$ cat config.mk
export PLATFORM = sky130hd
export DESIGN_NAME = matrix_multiplier
export DESIGN_NICKNAME = d
export VERILOG_FILES = /design/src/rtl/matrix_multiplier.sv
export SDC_FILE = /design/constraint.sdc
export NUM_CORES = 2
export LEC_CHECK = 0
export CAP_MARGIN = 40
export CELL_PAD_IN_SITES_DETAIL_PLACEMENT = 2
export CELL_PAD_IN_SITES_GLOBAL_PLACEMENT = 2
export CORE_ASPECT_RATIO = 2
export CORE_MARGIN = 10
export CORE_UTILIZATION = 38
export CTS_CLUSTER_DIAMETER = 150
export DETAILED_ROUTE_END_ITERATION = 8
export GPL_ROUTABILITY_DRIVEN = 0
export PLACE_DENSITY_LB_ADDON = 0.2
export SLEW_MARGIN = 20
export SYNTH_ARGS = -nofsm -noshare
export SYNTH_HDL_FRONTEND = slang
export SYNTH_SLANG_ARGS = --single-unit
$ cat constraint.sdc
create_clock -name CLK -period 25.3 [get_ports CLK]
set_clock_uncertainty 0.2 [all_clocks]
set_input_delay 2.53 -clock CLK [delete_from_list [all_inputs] [get_ports CLK]]
set_output_delay 2.53 -clock CLK [all_outputs]
set_load 0.02 [all_outputs]
$ cat src/rtl/matrix_multiplier.sv
// matrix_multiplier: sequential C = A x B over row-major operands with one MAC per clock, plus the loader's one-clock data nibble register.
// Ports: CLK/RST_N clock and async active-low reset; data -> data_q one-clock nibble delay;
//        matrix_1/matrix_2 packed operands, R1/C1/R2/C2 dimensions, readybit start level;
//        result packed product, busy (computing), done (result or error valid), dim_err (dimensions rejected).
module matrix_multiplier #(
    parameter int DEPTH  = 5,
    parameter int DATA_W = 32
) (
    input  logic                      CLK,
    input  logic                      RST_N,
    input  logic [3:0]                data,
    output logic [3:0]                data_q,
    input  logic [DEPTH*DATA_W-1:0]   matrix_1,
    input  logic [DEPTH*DATA_W-1:0]   matrix_2,
    input  logic [3:0]                R1,
    input  logic [3:0]                C1,
    input  logic [3:0]                R2,
    input  logic [3:0]                C2,
    input  logic                      readybit,
    output logic [DEPTH*DATA_W-1:0]   result,
    output logic                      busy,
    output logic                      done,
    output logic                      dim_err
);
    localparam int IW = DEPTH > 1 ? $clog2(DEPTH) : 1;
    typedef enum logic [1:0] {IDLE, CALC, DONE} state_t;
    state_t            state_q, state_d;
    logic [DATA_W-1:0] a_q [DEPTH];
    logic [DATA_W-1:0] a_d [DEPTH];
    logic [DATA_W-1:0] b_q [DEPTH];
    logic [DATA_W-1:0] b_d [DEPTH];
    logic [DATA_W-1:0] res_q [DEPTH];
    logic [DATA_W-1:0] res_d [DEPTH];
    logic [3:0]        r1_q, r1_d, c1_q, c1_d, c2_q, c2_d;
    logic [3:0]        i_q, i_d, j_q, j_d, k_q, k_d;
    logic [DATA_W-1:0] acc_q, acc_d, prod, sum;
    logic              busy_q, busy_d, done_q, done_d, err_q, err_d;
    logic [IW-1:0]     a_idx, b_idx, r_idx;
    logic              dims_ok;
    always_comb begin
        a_idx   = IW'(int'(i_q) * int'(c1_q) + int'(k_q));
        b_idx   = IW'(int'(k_q) * int'(c2_q) + int'(j_q));
        r_idx   = IW'(int'(i_q) * int'(c2_q) + int'(j_q));
        prod    = a_q[a_idx] * b_q[b_idx];
        sum     = acc_q + prod;
        dims_ok = R1 != 0 && C1 != 0 && R2 != 0 && C2 != 0 && C1 == R2 &&
                  int'(R1) * int'(C1) <= DEPTH && int'(R2) * int'(C2) <= DEPTH &&
                  int'(R1) * int'(C2) <= DEPTH;
        state_d = state_q;
        a_d     = a_q;
        b_d     = b_q;
        res_d   = res_q;
        r1_d    = r1_q;
        c1_d    = c1_q;
        c2_d    = c2_q;
        i_d     = i_q;
        j_d     = j_q;
        k_d     = k_q;
        acc_d   = acc_q;
        busy_d  = busy_q;
        done_d  = done_q;
        err_d   = err_q;
        case (state_q)
            IDLE: if (readybit) begin
                for (int e = 0; e < DEPTH; e++) begin
                    a_d[e]   = matrix_1[DATA_W*e +: DATA_W];
                    b_d[e]   = matrix_2[DATA_W*e +: DATA_W];
                    res_d[e] = '0;
                end
                r1_d    = R1;
                c1_d    = C1;
                c2_d    = C2;
                i_d     = '0;
                j_d     = '0;
                k_d     = '0;
                acc_d   = '0;
                busy_d  = dims_ok;
                err_d   = !dims_ok;
                state_d = dims_ok ? CALC : DONE;
            end
            CALC: if (k_q == c1_q - 4'd1) begin
                res_d[r_idx] = sum;
                acc_d        = '0;
                k_d          = '0;
                j_d          = j_q == c2_q - 4'd1 ? 4'd0 : j_q + 4'd1;
                if (j_q == c2_q - 4'd1) begin
                    i_d = i_q + 4'd1;
                    if (i_q == r1_q - 4'd1) begin
                        state_d = DONE;
                        busy_d  = 1'b0;
                    end
                end
            end else begin
                acc_d = sum;
                k_d   = k_q + 4'd1;
            end
            default: begin
                // done registers one edge after entering DONE; dropping readybit releases both flags
                done_d  = readybit;
                err_d   = readybit & err_q;
                state_d = readybit ? DONE : IDLE;
            end
        endcase
    end
    always_ff @(posedge CLK or negedge RST_N) begin
        if (!RST_N) begin
            state_q <= IDLE;
            a_q     <= '{default: '0};
            b_q     <= '{default: '0};
            res_q   <= '{default: '0};
            r1_q    <= '0;
            c1_q    <= '0;
            c2_q    <= '0;
            i_q     <= '0;
            j_q     <= '0;
            k_q     <= '0;
            acc_q   <= '0;
            busy_q  <= 1'b0;
            done_q  <= 1'b0;
            err_q   <= 1'b0;
            data_q  <= '0;
        end else begin
            state_q <= state_d;
            a_q     <= a_d;
            b_q     <= b_d;
            res_q   <= res_d;
            r1_q    <= r1_d;
            c1_q    <= c1_d;
            c2_q    <= c2_d;
            i_q     <= i_d;
            j_q     <= j_d;
            k_q     <= k_d;
            acc_q   <= acc_d;
            busy_q  <= busy_d;
            done_q  <= done_d;
            err_q   <= err_d;
            data_q  <= data;
        end
    end
    for (genvar g = 0; g < DEPTH; g++) begin : g_pack
        assign result[DATA_W*g +: DATA_W] = res_q[g];
    end
    assign busy    = busy_q;
    assign done    = done_q;
    assign dim_err = err_q;
endmodule

* After elaboration in Yosys (flattened, before gate mapping)
Cells that the tools add are included.
** Word-level totals
- Register bits after elaboration :: 545
- Output and inout bits :: 167
- Input bits :: 343
- Logic and storage cells :: 126
** Cells by class
- Muxes and demuxes :: 38
- $lt $le $gt $ge :: 7
- Bitwise gates (word level) :: 5
- Add/sub/neg operators :: 10
- Multipliers :: 7
- Reductions and logical operators :: 23
- Equality and inequality tests :: 9
** Operators with widths (count)
- 2-to-1 mux 160 bit :: 2
- case mux 160 bit (2 select lines) :: 1
- 2-to-1 mux 32 bit :: 7
- binary-select mux 32 bit (select 3 bit) :: 2
- bitwise mux 160 bit :: 1
- demux 32 bit (select 3 bit) :: 1
- case mux 32 bit (2 select lines) :: 1
- adder 32 bit :: 1
- multiplier 32 x 32 -> 32 bit :: 1
- <= comparator 8 x 3 -> 1 bit, second input constant :: 3
- multiplier 4 x 4 -> 8 bit :: 3
- 2-to-1 mux 4 bit :: 6
- case mux 4 bit (2 select lines) :: 3
- == test 4 bit :: 4
- nonzero test 4 bit :: 4
- adder 4 x 1 -> 4 bit, second input constant :: 3
- >= comparator 4 bit, second input constant :: 3
- multiplier 4 x 4 -> 3 bit :: 3
- 2-to-1 mux 2 bit :: 6
- inverter 3 -> 4 bit :: 3
- subtractor 4 x 1 -> 4 bit, second input constant :: 3
- adder 3 bit :: 3
- logical AND 1 bit :: 8
- inequality test 2 bit, second input constant :: 4
- 15 further kinds :: 23

* Depth between registers and ports, before layout
- Word-level depth :: 11
- Gate-level depth with buffers :: 41
- Mapped depth without buffers :: 37

* Least setup slack after synthesis
No wires, ideal clock.
- Path kind :: register to register
- From :: reg i_q[0]
- To :: reg acc_q[31]
- Data required time :: 24.979 ns
- Clock period less this slack :: 10.147 ns
- Cell stages (with the launch flop) :: 39
- Buffers on the path :: 5
- Arrival time :: 9.826 ns
- Slack :: 15.153 ns
- Setup time :: 0.121 ns
- Cell sequence :: dfrtp_1 -> buf_2 -> and2_1 -> ha_1 -> ha_1 -> ha_1 -> xor2_1 -> xnor3_1 -> xnor2_2 -> buf_4 -> buf_6 -> buf_4 -> mux2i_1 -> clkbuf_1 -> nor2_1 -> fa_1 -> inv_1 -> fa_1 -> [3 not listed] -> fa_1 -> inv_1 -> fa_1 -> fa_1 -> fa_1 -> inv_1 -> fa_1 -> inv_1 -> ha_1 -> a21o_1 -> or4b_2 -> a211oi_1 -> or3_1 -> o41a_1 -> o21ai_0 -> a21oi_1 -> xnor2_4 -> a22o_1
** On the way
- Longest elaborated chain between the ends :: 10
** RTL lines
- from (decl) :: line 35 : logic [3:0] i_q, i_d, j_q, j_d, k_q, k_d;
- from (signal assigned) :: line 130 : i_q <= i_d;
- multiplier 4 x 4 -> 3 bit :: line 41 : a_idx = IW'(int'(i_q) * int'(c1_q) + int'(k_q));
- adder 3 bit :: line 41
- inverter 3 -> 4 bit (implied by the code) :: line 44 : prod = a_q[a_idx] * b_q[b_idx];
- binary-select mux 32 bit (select 3 bit) :: line 44
- 2-to-1 mux 32 bit (implied by the code) (2 in a row) :: line 44
- multiplier 32 x 32 -> 32 bit :: line 44
- adder 32 bit :: line 45 : sum = acc_q + prod;
- 2-to-1 mux 32 bit :: line 81 : CALC: if (k_q == c1_q - 4'd1) begin
- case mux 32 bit (2 select lines) :: line 63 : case (state_q)
- to (signal assigned) :: line 117 : acc_q <= '0;
- to (signal assigned) :: line 133 : acc_q <= acc_d;
- to (decl) :: line 36 : logic [DATA_W-1:0] acc_q, acc_d, prod, sum;
Every way passes these cells. The select of a mux whose other input is x is not followed.
A chain may end at the register's enable or synchronous reset.

* Worst setup path after layout
- From :: reg i_q[0]
- To :: reg res_q, in the netlist result[93]
** On the way
- Longest elaborated chain between the ends :: 11
- Elaborated cells between the ends (all ways) :: 19
- Classes of those cells :: add/sub (3); mul (3); order compare (2); mux (8); bitwise (2); reduce/logical (1)
** RTL lines
- multiplier 4 x 4 -> 3 bit :: line 41
- adder 3 bit :: line 41
- inverter 3 -> 4 bit (implied by the code) :: line 44
- binary-select mux 32 bit (select 3 bit) :: line 44
- 2-to-1 mux 32 bit (implied by the code) (2 in a row) :: line 44
- multiplier 32 x 32 -> 32 bit :: line 44
- adder 32 bit :: line 45
- bitwise mux 160 bit * :: line 82 : res_d[r_idx] = sum;
- 2-to-1 mux 160 bit * :: line 81
- case mux 160 bit (2 select lines) * :: line 63
- to (signal assigned) :: line 126 : res_q <= res_d;
- to (decl) :: line 32 : logic [DATA_W-1:0] res_q [DEPTH];
Mark *: on every way between the ends. The rest lies on a longest branch, timed or not. The select of a mux whose other input is x is not followed.

==> results.md <==
- The run finished with clean final reports.
- The average routed wire per standard cell is 28.35 um.
- The number of design-rule violations left by the first detailed-router iteration is between 1,500 and 2,000.
- The clock insertion delay at the later pin of the skew report is 0.71 ns.
- Counting flops and latches in the post-synthesis netlist gives between 500 and 600.
- The total number of yosys warnings is 0.
- The number of nets in the synthesized netlist is 5,521.
- The instance count on the critical path is 32.
- The type of the worst setup path is reg -> reg.
- In the finished design, the share of the clock period the worst path needs comes to 0.4637.
- The data arrival time of the critical path is 12.08 ns.
- Of the cells placed in the final design, the portion with a size suffix greater than 1 is 0.08021.
- The post-cts resize count is 0.
- Along the worst hold path, the cell count comes to 2.
- Setup repair after global routing left no endpoint under its margin.
- The area of all placed cells without fillers is 50,710 um2.
- The clock net in this run drives a total of 545 sinks.
- 510 I/O pins were placed.
- The sum of net half-perimeters after detailed placement is 142.7 mm.
- The count of final max-slew check failures is 0.
- The number of cells on the worst reg-to-reg path is 32.
- The final-layout setup total negative slack is 0 ns.
- Together, buffers and inverters on the worst path number 6.
- The maximum net fanout on the critical path is 27.
- The number of setup buffers added after CTS is 0.
- The clock-pin slew on the worst setup and hold paths is ~0.070 ns.
- The first global-routing pass estimated 269.6 mm of wire.
- The tree is rooted in a clkbuf_16.
- The most used flip-flop cell after synthesis is dfrtp_1.
- After layout, the minimum clock period comes to 11.73 ns.
- For the pin with the worst max-slew slack, the measured transition is 0.8268 ns.
- Port buffering added roughly 510 buffers.
- The first-pass detailed-route iteration total is 5.
- The type of destination of the critical path is a flop.
- For the worst setup path, the data required time is 25.65 ns.
- For this run, asynchronously set or reset flops after synthesis account for 1.000.
- The DRC violation count after routing is 0.
- The path type of the worst min-delay path is reg -> reg.
- Clock tree synthesis inserted a total of 54 buffers.
- In this run the remaining antenna-violating nets after routing total 0.
- The via count of the first global-routing pass is 41,530.
- The mean instance size in the synthesized netlist is 9.083 um2.
- The die boundary height is 486.4 um.
- The top achievable clock speed is 0.08525 GHz.
- Across every metal layer, demand over resource in global routing totals 0.2978.
- The detailed router placed about 35,000 vias in this run.
- The number of antenna violations at the first check in global routing came to 24.
- After technology mapping, the gate count stands at 4,550.
- For this run, the share of the core covered by cells in the final layout is 0.4684.
- The cell seen most often among critical-path stages is fa_1.
- The number of max-capacitance violations reported is 0.
- No sink is reached through more buffers than the 3 on the longest clock path.
- The floorplan step defined a die boundary enclosing between 100,000 and 150,000 um2.
- The maximum number of pins on one net before global-route repair is 105.
- The number of unique standard cell types used by synthesis is 53.
- Prior to clock tree synthesis, the placed netlist has a worst setup slack of 13.57 ns.
- Once routing completed, OpenROAD measured the worst setup slack at 13.57 ns.
- The number of rows in the core area is 171.
- The final wirelength is 182.9 mm.
- For this design, the CTS-stage hold fixing added 0 buffers.
- Among cell families on the critical path, the largest total delay comes from adder cells.
- The total grt overflow is 0.
- The TritonCTS clock tree is built.
- The critical path startpoint category is a flop.
- In the final design database the tool counted between 5,000 and 6,000 nets.
- The H-tree was split into 2 levels.
- The starting density of the core is 0.3817.
- After detailed routing, the number of vias per cell comes to 5.391.
- The mapped netlist covers 41,330 um2.
- For this design, the slowest cell found on the critical path is ha_2.
- The number of endpoints with negative hold slack in the final report is 0.
- Compared with the post-synthesis result, the final layout area differs by 22.69%.
- The floorplan step set the die width to 253.2 um.
- After floorplanning, the core was sized to cover 108,300 um2.
- The max-slew headroom at the worst pin is 0.4330.
- The final-report setup violation count is 0.
- The largest stage delay on the critical path is 0.74 ns.
- After detailed placement, the total cell area comes to around 49,000 um2.
- The count of flip-flops with a built-in enable after synthesis is 0.
- The sequential element share of the synthesized area is 0.3300.
## metal layers
layer	vias up	GRT usage	wire, um
met4	40	0.2029	13900
li1	14920	-	-
met2	1120	0.5390	95960
met5	-	0	281
met1	18170	0.3007	62570
met3	537	0.06359	10220
## path summary, 6_finish.rpt
path	from	end	slack, ns
min in group asynchronous	RST_N	data_q[2]	1.66
max in group asynchronous	RST_N	a_q[148]	20.68
worst max-delay path	i_q[0]	result[93]	13.57
worst min-delay path	b_q[11]	b_q[11]	0.26
worst max register to register	i_q[0]	result[93]	13.57
worst min register to register	b_q[11]	b_q[11]	0.26
## tightest hold or removal path, cell delays in order (launching register included)
cell     delay [ns]
dfrtp_1        0.33
nand2_1        0.05
nand2_1        0.05
## cells in the final DEF, fill, tap and decap left out, types with 8 or more instances in the layout
master,instances
clkdlybuf4s50_1,508
clkbuf_1,14
nand3_1,105
o21a_1,11
a21o_1,26
a21oi_1,57
o21ai_0,145
inv_1,544
clkbuf_8,9
buf_16,12
nor4_1,10
fa_1,450
or2_2,53
nand2_1,1339
dfrtp_1,545
and2_1,84
mux2i_1,11
clkbuf_16,54
o31ai_1,13
nor3_1,11
xor2_1,27
o21bai_1,8
nand2b_1,42
buf_4,101
xnor2_1,97
mux4_2,64
buf_6,8
nor2_1,356
mux2i_2,22
clkinv_2,9
a22o_1,28
and3_1,16
ha_1,174
## through the flow
step	instances	hold WS [ns]
2_1_floorplan	4550	0.2374
3_3_place_gp	6309	0.2500
3_5_place_dp	6340	0.2554
4_1_cts	6437	0.2711
5_1_grt	6448	0.2976
6_report	6453	0.2648
## logic make-up (layout without fill, tap and decap cells)
| kind of cell | count (synthesis) | after routing | synth area share |
|---|---|---|---|
| adders and majority gates | 628 | 628 | 0.2719 |
| other | 0 | 7 | 0 |
| muxes | 108 | 108 | 0.04629 |
| xor gates and xnor gates | 139 | 139 | 0.03197 |
| and+or+nand+nor | 2044 | 2044 | 0.2032 |
| buffers and inverters | 772 | 1284 | 0.07172 |
| AOI/OAI and AO/OA | 314 | 314 | 0.04499 |
| DFF | 545 | 545 | 0.3300 |
## flip-flops by register name (all words and copies together) (netlist names), 2 cells and up
| name | cells |
|---|---|
| k_q | 4 |
| b_q | 160 |
| data_q | 4 |
| state_q | 2 |
| j_q | 4 |
| result | 160 |
| i_q | 4 |
| r1_q | 4 |
| c2_q | 4 |
| a_q | 160 |
| c1_q | 4 |
| acc_q | 32 |
## cell type report
class                   instances  area (um2)
diodes                          7       17.52
clock buffers                  77        1528
clock inverters                20       314.1
fillers                     11700       57560
inverters                     544        2042
multi-input cells            3233       24990
flip-flops and latches        545       13640
well taps                    1384        1732
repair buffers                643        6444
## synth_stat cells, types with 3 or more instances
library cell | number | area (um2)
nor2b_1 | 6 | 37.54
a21o_1 | 26 | 195.2
mux2i_1 | 31 | 310.3
a22o_1 | 28 | 245.2
o21a_1 | 11 | 82.58
or2_2 | 53 | 331.6
a31oi_1 | 3 | 18.77
o31ai_1 | 13 | 97.59
buf_1 | 13 | 48.80
fa_1 | 450 | 9009
nand2_1 | 1340 | 5030
nor2_1 | 361 | 1355
inv_1 | 544 | 2042
o21ai_1 | 9 | 45.04
mux2_2 | 7 | 78.83
dfrtp_1 | 545 | 13640
nor3_1 | 11 | 55.05
o21ai_0 | 147 | 735.7
xor2_1 | 29 | 254.0
xnor2_1 | 102 | 893.4
ha_1 | 178 | 2227
clkbuf_1 | 191 | 716.9
o21bai_1 | 8 | 60.06
mux4_2 | 64 | 1441
nand3_1 | 106 | 530.5
and2_1 | 85 | 531.8
mux2i_2 | 6 | 82.58
nand4_1 | 6 | 37.54
nor4_1 | 11 | 68.82
buf_2 | 14 | 70.07
nand2b_1 | 42 | 262.8
a21oi_1 | 60 | 300.3
buf_4 | 7 | 52.55
and3_1 | 16 | 100.1
buf_6 | 3 | 33.78
Power is not shown: default switching activity piles up to over one toggle a cycle in this logic, so the estimate is an artifact.
